### config.mk
export PLATFORM = sky130hd
export DESIGN_NAME = uart_tx_flat
export DESIGN_NICKNAME = d
export VERILOG_FILES = /design/src/rtl/uart_tx_if.sv /design/src/rtl/uart_tx.sv /design/src/flat_wrapper.sv
export SDC_FILE = /design/constraint.sdc
export NUM_CORES = 1
export LEC_CHECK = 0
export CORE_MARGIN = 3
export CORE_UTILIZATION = 43
export CTS_CLUSTER_SIZE = 40
export DETAILED_ROUTE_END_ITERATION = 10
export GPL_TIMING_DRIVEN = 0
export PLACE_DENSITY = 0.65
export SLEW_MARGIN = 30
export SYNTH_ARGS = -nofsm -noshare
export SYNTH_HDL_FRONTEND = slang
export SYNTH_SLANG_ARGS = --single-unit
export TNS_END_PERCENT = 10
### constraint.sdc
create_clock -name CLK -period 4.6 [get_ports CLK]
set_input_delay 1.15 -clock CLK [delete_from_list [all_inputs] [get_ports CLK]]
set_output_delay 1.15 -clock CLK [all_outputs]
set_load 0.005 [all_outputs]
### src/rtl/uart_tx_if.sv
// rtl/uart_tx_if.sv - parallel request / serial line bundle for uart_tx
// master drives the request side, slave (the transmitter) drives TX_OUT and BUSY.
interface uart_tx_if #(
  parameter int DATA_WIDTH = 8
);
  logic [DATA_WIDTH-1:0] P_DATA;
  logic                  DATA_VALID;
  logic                  PAR_EN;
  logic                  PAR_TYP;
  logic                  TX_OUT;
  logic                  BUSY;

  modport master (
    output P_DATA, DATA_VALID, PAR_EN, PAR_TYP,
    input  TX_OUT, BUSY
  );

  modport slave (
    input  P_DATA, DATA_VALID, PAR_EN, PAR_TYP,
    output TX_OUT, BUSY
  );
endinterface

### src/rtl/uart_tx.sv
// rtl/uart_tx.sv - UART frame serializer, one bit per CLK, optional parity
// Define UART_TX_HOLD_EN to add a one-entry holding register for back-to-back frames.
module uart_tx #(
  parameter int DATA_WIDTH = 8
) (
  input  logic      CLK,
  input  logic      RST,
  uart_tx_if.slave  bus
);
  localparam int CW = (DATA_WIDTH > 1) ? $clog2(DATA_WIDTH) : 1;
  localparam logic [CW-1:0] LAST_BIT = CW'(DATA_WIDTH - 1);

  typedef enum logic [2:0] {IDLE, START, DATA, PARITY, STOP} state_e;

  state_e                state_q, state_d;
  logic [CW-1:0]         cnt_q, cnt_d;
  logic [DATA_WIDTH-1:0] data_q, data_d;
  logic                  par_en_q, par_en_d;
  logic                  par_typ_q, par_typ_d;
  logic                  tx_q, tx_d;
  logic                  busy_q, busy_d;
  logic                  accept;

`ifdef UART_TX_HOLD_EN
  logic [DATA_WIDTH-1:0] hold_data_q, hold_data_d;
  logic                  hold_en_q, hold_en_d;
  logic                  hold_typ_q, hold_typ_d;
  logic                  hold_full_q, hold_full_d;
  logic                  direct;
`endif

  always_ff @(posedge CLK or posedge RST) begin
    if (RST) begin
      state_q   <= IDLE;
      cnt_q     <= '0;
      data_q    <= '0;
      par_en_q  <= 1'b0;
      par_typ_q <= 1'b0;
      tx_q      <= 1'b1;
      busy_q    <= 1'b0;
    end else begin
      state_q   <= state_d;
      cnt_q     <= cnt_d;
      data_q    <= data_d;
      par_en_q  <= par_en_d;
      par_typ_q <= par_typ_d;
      tx_q      <= tx_d;
      busy_q    <= busy_d;
    end
  end

`ifdef UART_TX_HOLD_EN
  always_ff @(posedge CLK or posedge RST) begin
    if (RST) begin
      hold_data_q <= '0;
      hold_en_q   <= 1'b0;
      hold_typ_q  <= 1'b0;
      hold_full_q <= 1'b0;
    end else begin
      hold_data_q <= hold_data_d;
      hold_en_q   <= hold_en_d;
      hold_typ_q  <= hold_typ_d;
      hold_full_q <= hold_full_d;
    end
  end
`endif

  always_comb begin
    state_d   = state_q;
    cnt_d     = cnt_q;
    data_d    = data_q;
    par_en_d  = par_en_q;
    par_typ_d = par_typ_q;
`ifdef UART_TX_HOLD_EN
    hold_data_d = hold_data_q;
    hold_en_d   = hold_en_q;
    hold_typ_d  = hold_typ_q;
    hold_full_d = hold_full_q;
    // The slot frees up in the STOP cycle it drains, so a request then still fits.
    accept = bus.DATA_VALID && (!busy_q || (state_q == STOP && hold_full_q));
    direct = (state_q == IDLE) || (state_q == STOP && !hold_full_q);
`else
    accept = bus.DATA_VALID && !busy_q;
`endif

    unique case (state_q)
      IDLE: begin
        if (accept) begin
          state_d   = START;
          data_d    = bus.P_DATA;
          par_en_d  = bus.PAR_EN;
          par_typ_d = bus.PAR_TYP;
        end
      end
      START: begin
        state_d = DATA;
        cnt_d   = '0;
      end
      DATA: begin
        if (cnt_q == LAST_BIT) begin
          cnt_d   = '0;
          state_d = par_en_q ? PARITY : STOP;
        end else begin
          cnt_d = cnt_q + CW'(1);
        end
      end
      PARITY: state_d = STOP;
      STOP: begin
        state_d = IDLE;
`ifdef UART_TX_HOLD_EN
        if (hold_full_q) begin
          state_d     = START;
          data_d      = hold_data_q;
          par_en_d    = hold_en_q;
          par_typ_d   = hold_typ_q;
          hold_full_d = 1'b0;
        end else if (accept) begin
          state_d   = START;
          data_d    = bus.P_DATA;
          par_en_d  = bus.PAR_EN;
          par_typ_d = bus.PAR_TYP;
        end
`endif
      end
      default: state_d = IDLE;
    endcase

`ifdef UART_TX_HOLD_EN
    if (accept && !direct) begin
      hold_data_d = bus.P_DATA;
      hold_en_d   = bus.PAR_EN;
      hold_typ_d  = bus.PAR_TYP;
      hold_full_d = 1'b1;
    end
    busy_d = hold_full_d;
`else
    busy_d = (state_d != IDLE);
`endif

    // Line level is computed from the next state so TX_OUT is a plain flop.
    unique case (state_d)
      START:   tx_d = 1'b0;
      DATA:    tx_d = data_d[cnt_d];
      PARITY:  tx_d = (^data_d) ^ par_typ_d;
      default: tx_d = 1'b1;
    endcase
  end

  assign bus.TX_OUT = tx_q;
  assign bus.BUSY   = busy_q;
endmodule

### src/flat_wrapper.sv
// flat-port wrapper written by rule: the top's interface ports become plain ports
module uart_tx_flat 
#(
  parameter int DATA_WIDTH = 8
)
  (CLK, RST, bus_P_DATA, bus_DATA_VALID, bus_PAR_EN, bus_PAR_TYP, bus_TX_OUT, bus_BUSY);
  uart_tx_if #(.DATA_WIDTH(DATA_WIDTH)) bus_i ();
  input  logic CLK;
  input  logic RST;
  input wire logic [$bits(bus_i.P_DATA)-1:0] bus_P_DATA;
  input wire logic [$bits(bus_i.DATA_VALID)-1:0] bus_DATA_VALID;
  input wire logic [$bits(bus_i.PAR_EN)-1:0] bus_PAR_EN;
  input wire logic [$bits(bus_i.PAR_TYP)-1:0] bus_PAR_TYP;
  output wire logic [$bits(bus_i.TX_OUT)-1:0] bus_TX_OUT;
  output wire logic [$bits(bus_i.BUSY)-1:0] bus_BUSY;
  assign bus_i.P_DATA = bus_P_DATA;
  assign bus_i.DATA_VALID = bus_DATA_VALID;
  assign bus_i.PAR_EN = bus_PAR_EN;
  assign bus_i.PAR_TYP = bus_PAR_TYP;
  assign bus_TX_OUT = bus_i.TX_OUT;
  assign bus_BUSY = bus_i.BUSY;
  uart_tx #(.DATA_WIDTH(DATA_WIDTH)) u_core (.CLK(CLK), .RST(RST), .bus(bus_i));
endmodule
==> reports/metrics.cfg, run 1 <==
[grt]
antenna_found_initial = 0
grtUsageTotal_pct = 14.00
grt_pass1_vias = 765
grt_pass1_wl_um = 3436
globalRoute.totalOverflow = 0
grt_max_degree = 19

[logic_synthesis]
syn_nets = 106
netlist_area_sq_mm = 0.001076
netlist_instances = 91
syn_avg_cell_area_sq_um = 11.82
synth_edf_count = 0
ys_warn_count = 0
ys_types = 34
yosys_register_bits = 18
yosysSeqAreaShare_pct = 41.98
synth_flop_cell = dfrtp_1
async_flop_share_pct = 100.0

[route]
routedWlPerCell_um = 13.64
drt-initial-drc-count = 12
vias_per_cell = 5.117
via_count = 701
route.detailed.drc = 0
ant_nets = 0
wl_um = 1869
drt_pre_antenna_iters = 2

[die]
die_h_um = 56.03
dieWidth_um = 56.03
std_cell_rows = 17
start_util_pct = 46.84
pin_count = 15
core_sq_mm = 0.002297
die_area_sq_mm = 0.003139

[timing]
fin_crit_sh_pct = 66.34
tightest_slew_ns = 0.7038
relSlewSlack_pct = 53.03
tns_ns = 0
finalHoldWorstSlack_ns = 0.5228
finalMaxSlewViolations = 0
rsz0062_at_grt = false
final_hold_viol_count = 0
setup_viol = 0
finClkSkew_ns = 0.008304
period_minus_slack_ns = 3.051
max_freq_ghz = 0.3277

[final_layout]
fill_cells = 207
fin_util_pct = 56.05
final_cells = 137
nets = 125
drive_gt1_share_pct = 17.43
layout_commonest_cell = dfrtp_1
syn2layout_area_growth_pct = 19.65
n_antenna_cell = 0
layout_common_cells = 17 x dfrtp_1, 14 x clkdlybuf4s50_1, 9 x inv_1, 9 x mux2i_1, 7 x mux2_2

[critical_path]
crit_path_top_delay_cell = or4b_4
critical_path.startpoint = bus_DATA_VALID
crit_chain = clkdlybuf4s50_1 > or4b_4 > nor2_4 > mux2_2 > nand2b_1 > a311oi_1 > o211ai_2
cp.arrival_ns = 3.28
rr_worst_depth = 8
crit_buf_inv = 1
max_stage_delay_ns = 0.50
worst-path-stages = 7
critical_path.max_fanout = 6
critical_path_required_ns = 4.83
crit_type = primary input to flip-flop
cp_top_family = simple AND/OR/NAND/NOR gates
cp-start-kind = primary input
end_kind = flip-flop
rr_startpoint = u_core.cnt_q[0]$_DFF_PP0_

[cts]
ctsResizeCount = 0
clk_pin_slew_ns = 0.11
cts_sinks = 18
clockBufferDepth = 2
cts_buffers = 3
tritoncts = yes
post_cts_buffers = 0
htree_levels = 1
cts_hold_buf = 0
cts_root_buf = clkbuf_4
clk_latency_ns = 0.30

[place]
dp_hpwl_um = 1446
dp.cells = 133
port_buffers = 14
gp_congestion = 0.7327

[worst_hold_path]
whs_path_depth = 1
hold_start = u_core.state_q[2]$_DFF_PP0_
worstHoldPathType = flip-flop to flip-flop

[status]
outcome = finished clean

[flow_run]
drv_cap = 0

[pwr]
p_sw_share_pct = 37.43
p_leak_nw = 0.6183
p_sw_mw = 0.3538
power_density_mw_per_mm2 = 734.1
internal_power_mw = 0.5914
clkPwrFrac_pct = 10.5
combPwrFrac_pct = 57.4
peakVddDrop_mv = 0.4060
p_seq_share_pct = 32.1

-- per-stage QoR --
step           instance area (sq um)  setup slack, ns  power [mW]
3_3_place_gp                    1251            1.250      0.8440
2_1_floorplan                   1076            1.848      0.7353
6_report                        1287            1.549      0.9452
5_1_grt                         1287            1.419       1.040
3_5_place_dp                    1251            1.240      0.8547
4_1_cts                         1287            1.554      0.9576
-- sequential cells by signal, indices dropped and copies added, names as in the netlist --
name               cells
u_core.bus.TX_OUT      1
u_core.bus.BUSY        1
u_core.state_q         3
u_core.par_en_q        1
u_core.data_q          8
u_core.par_typ_q       1
u_core.cnt_q           3
-- path summary, 6_finish.rpt --
kind | endpoint | slack (ns)
max | u_core.bus.TX_OUT$_DFF_PP1_ | 1.55
min | u_core.state_q[2]$_DFF_PP0_ | 0.52
max reg2reg | u_core.bus.TX_OUT$_DFF_PP1_ | 2.09
min reg2reg | u_core.state_q[2]$_DFF_PP0_ | 0.52
max in group asynchronous | u_core.cnt_q[2]$_DFF_PP0_ | 2.90
min in group asynchronous | u_core.par_typ_q$_DFF_PP0_ | 1.25
-- worst reg2reg max path: stages (launching register included) --
cell and delay, ns:
dfrtp_1 0.43, ha_1 0.22, ha_1 0.26, and2_1 0.16, a221oi_2 0.59, mux2i_1 0.27
nor3_1 0.06, a311oi_1 0.32, o211ai_2 0.14
-- power by group through the flow --
stage	sequential, mW	clock (mW)	combinational (mW)
CTS	0.304	0.104	0.549
global placement	0.306	0	0.538
detailed placement	0.308	0	0.547
finish	0.304	0.0991	0.543
global route	0.317	0.108	0.615
floorplan	0.294	0	0.441
-- Yosys cell counts (all sizes together), types with 3 or more instances --
cell	number	area share [%]
nand2	3	1.0
o21ai	3	1.4
nor2	5	2.4
dfrtp	17	40
mux2i	9	8.4
xnor3	4	8.4
mux2	7	7.3
xnor2	4	3.3
xor2	3	2.4
inv	9	3.1
-- per-layer routing --
metal	up-vias	part of all wire (%)	global-route usage [%]
met5	-	0	0
met4	0	1.8	5.085
met3	5	3.5	3.480
met1	324	49	19.20
li1	362	-	-
met2	10	45	21.20
-- cell type report --
cell class / instances / area [sq um] / share of cell area [%]
buffer: 2 / 18.77 / 1.458
multi-input combinational: 62 / 571.8 / 44.41
clock buffer: 4 / 36.28 / 2.818
inverter: 9 / 33.78 / 2.624
timing repair buffer: 14 / 140.1 / 10.88
tap: 28 / 35.03 / 2.721
sequential: 18 / 451.7 / 35.08
-- cell families (layout without fill, tap and decap cells) --
group           after synthesis  count (layout)  share of synthesized area (%)
mux                          16              16                          15.70
buf+inv                      11              29                          4.884
fa+ha+maj                     2               2                          2.325
xor+xnor                     11              11                          14.07
compound gates               14              14                          10.23
flops                        18              18                          41.98
simple gates                 19              19                          10.81
No activity file was read; power rests on OpenSTA's default activity.
==> inputs of run 2 (changes only) <==
==> constraint.sdc (replaced) <==
create_clock -name CLK -period 3.05 [get_ports CLK]
set_input_delay 0.7625 -clock CLK [delete_from_list [all_inputs] [get_ports CLK]]
set_output_delay 0.7625 -clock CLK [all_outputs]
set_load 0.005 [all_outputs]
==> results of run 2 <==
Same layout as run 1 (identical final DEF). Status: finished clean.
Main changes from that run: setup slack after placement 1.240 ns -> 0.07713 ns; setup slack after layout 1.549 ns -> 0.3861 ns; register-to-register setup slack 2.09 ns -> 0.54 ns; total power 0.9452 mW -> 1.426 mW; worst IR drop on VDD 0.4060 mV -> 0.6123 mV
==> inputs of run 3 (changes only) <==
--- a/config.mk
+++ b/config.mk
@@ -10,7 +10,7 @@
 export CTS_CLUSTER_SIZE = 40
 export DETAILED_ROUTE_END_ITERATION = 10
 export GPL_TIMING_DRIVEN = 0
-export PLACE_DENSITY = 0.65
+export PLACE_DENSITY = 0.69
 export SLEW_MARGIN = 30
 export SYNTH_ARGS = -nofsm -noshare
 export SYNTH_HDL_FRONTEND = slang
==> run 3 against run 2 <==
Net effect:
- wire length is 3.8% higher
- critical path type unchanged
- combinational power about the same
- clock skew is 0.00074 ns higher
- count of clock-buffer cells in the layout is the same
- highest routed layer unchanged
==> reports/metrics.cfg, run 3 (synthesis results as in run 1) <==
[grt]
grt_pass1_vias = 748
globalRoute.totalOverflow = 0
antenna_found_initial = 0
grt_pass1_wl_um = 3484
grtUsageTotal_pct = 14.33
grt_max_degree = 19

[route]
routedWlPerCell_um = 14.16
drt-initial-drc-count = 8
ant_nets = 0
route.detailed.drc = 0
drt_pre_antenna_iters = 4
wl_um = 1940
vias_per_cell = 5.285
via_count = 724

[final_layout]
fill_cells = 215
n_antenna_cell = 0
top_regs = u_core.data_q x8, u_core.cnt_q x3, u_core.state_q x3
drive_gt1_share_pct = 16.51
nets = 125
layout_common_cells = 17 x dfrtp_1, 14 x clkdlybuf4s50_1, 9 x inv_1, 9 x mux2i_1, 7 x mux2_2
layout_commonest_cell = dfrtp_1
fin_util_pct = 55.61
syn2layout_area_growth_pct = 18.72
largest_reg_flops = 8
regMostFlops = u_core.data_q

[critical_path]
crit_type = primary input to flip-flop
rr_worst_depth = 8
end_kind = flip-flop
rr_startpoint = u_core.cnt_q[0]$_DFF_PP0_
critical_path.max_fanout = 6
cp.arrival_ns = 2.86
critical_path_required_ns = 3.27
crit_chain = clkdlybuf4s50_1 > or4b_4 > nor2_4 > mux2_2 > nand2b_1 > a311oi_1 > o211ai_2
r2r_end = u_core.bus.TX_OUT$_DFF_PP1_
r2r_setup_slack_ns = 0.60
crit_path_top_delay_cell = or4b_4
cp-start-kind = primary input
max_stage_delay_ns = 0.50

[cts]
clockBufferDepth = 2
cts_buffers = 3
clk_latency_ns = 0.30
cts_root_buf = clkbuf_4
tritoncts = yes
htree_levels = 1
ctsResizeCount = 0
clk_pin_slew_ns = 0.11
post_cts_buffers = 0
cts_sinks = 18
cts_hold_buf = 0

[die]
core_sq_mm = 0.002297
pin_count = 15
start_util_pct = 46.84
die_h_um = 56.03
die_area_sq_mm = 0.003139
std_cell_rows = 17
dieWidth_um = 56.03

[timing]
relSlewSlack_pct = 54.96
final_hold_viol_count = 0
finClkSkew_ns = 0.009048
setup_viol = 0
max_freq_ghz = 0.3777
fin_crit_sh_pct = 86.80
tightest_slew_ns = 0.6748
period_minus_slack_ns = 2.647
tns_ns = 0
rsz0062_at_grt = false
finalMaxSlewViolations = 0

[status]
outcome = finished clean

[pwr]
p_sw_share_pct = 38.04
p_seq_share_pct = 32.9
p_leak_nw = 0.6123
peakVddDrop_mv = 0.6251
combPwrFrac_pct = 58.2
clkPwrFrac_pct = 8.8
internal_power_mw = 0.8695
power_density_mw_per_mm2 = 1098
p_sw_mw = 0.5337

[flow_run]
drv_cap = 0

[worst_hold_path]
whs_path_depth = 1
worstHoldPathType = flip-flop to flip-flop
holdPathEnd = u_core.state_q[2]$_DFF_PP0_
hold_start = u_core.state_q[2]$_DFF_PP0_

[place]
dp_hpwl_um = 1477
port_buffers = 14
gp_congestion = 0.7233

[run 3: cell counts in the layout (fill, tap and decap cells not counted)]
Identical to the previous run, type by type.
[run 3: routing by layer]
metal | GRT usage (%) | share of wire (%)
met1 | 19.08 | 48
met2 | 21.37 | 45
met3 | 3.016 | 4.2
met4 | 8.136 | 2.5
met5 | 0 | 0
[run 3: worst max path at each step]
stage | startpoint | end | cells after the start | slack (ns)
6_report | bus_DATA_VALID | u_core.bus.TX_OUT$_DFF_PP1_ | 7 | 0.40
5_1_grt | bus_DATA_VALID | u_core.bus.TX_OUT$_DFF_PP1_ | 7 | 0.36
4_1_cts | bus_DATA_VALID | u_core.bus.TX_OUT$_DFF_PP1_ | 7 | 0.42
3_5_place_dp | bus_DATA_VALID | u_core.bus.TX_OUT$_DFF_PP1_ | 7 | 0.12
3_3_place_gp | bus_DATA_VALID | u_core.bus.TX_OUT$_DFF_PP1_ | 7 | 0.11
2_1_floorplan | bus_DATA_VALID | u_core.bus.TX_OUT$_DFF_PP1_ | 6 | 0.69
[run 3: power groups by stage]
stage               Sequential (mW)  Clock [mW]  Combinational (mW)
floorplan                     0.444           0               0.665
global placement              0.462           0               0.801
detailed placement            0.469           0               0.816
CTS                           0.463       0.132               0.822
global route                  0.481       0.143               0.905
finish                        0.462       0.124               0.817
[run 3: layout make-up]
class	instances	area (sq um)	area share [%]
plain buffers	2	18.77	1.469
clock buffers	4	26.28	2.057
inverters	9	33.78	2.644
multi-input cells	62	571.8	44.76
flip-flops and latches	18	451.7	35.36
well taps	28	35.03	2.742
repair buffers	14	140.1	10.97
[run 3: worst max-delay path, delay by kind of cell]
kind	cells	cell delay [ns]
AOI/OAI and AO/OA	2	0.43
buffers and inverters	1	0.45
muxes	1	0.38
and+or+nand+nor	3	0.84
[run 3: metrics by stage]
step           power (mW)  instance area [sq um]  hold slack, ns  cells  worst slack (ns)
2_1_floorplan       1.109                   1076          0.4704     91            0.6856
3_3_place_gp        1.263                   1251          0.5064    133            0.1097
3_5_place_dp        1.285                   1251          0.5217    133            0.1240
4_1_cts             1.417                   1277          0.5397    137            0.4158
5_1_grt             1.529                   1277          0.5671    137            0.3554
6_report            1.403                   1277          0.5399    137            0.4026
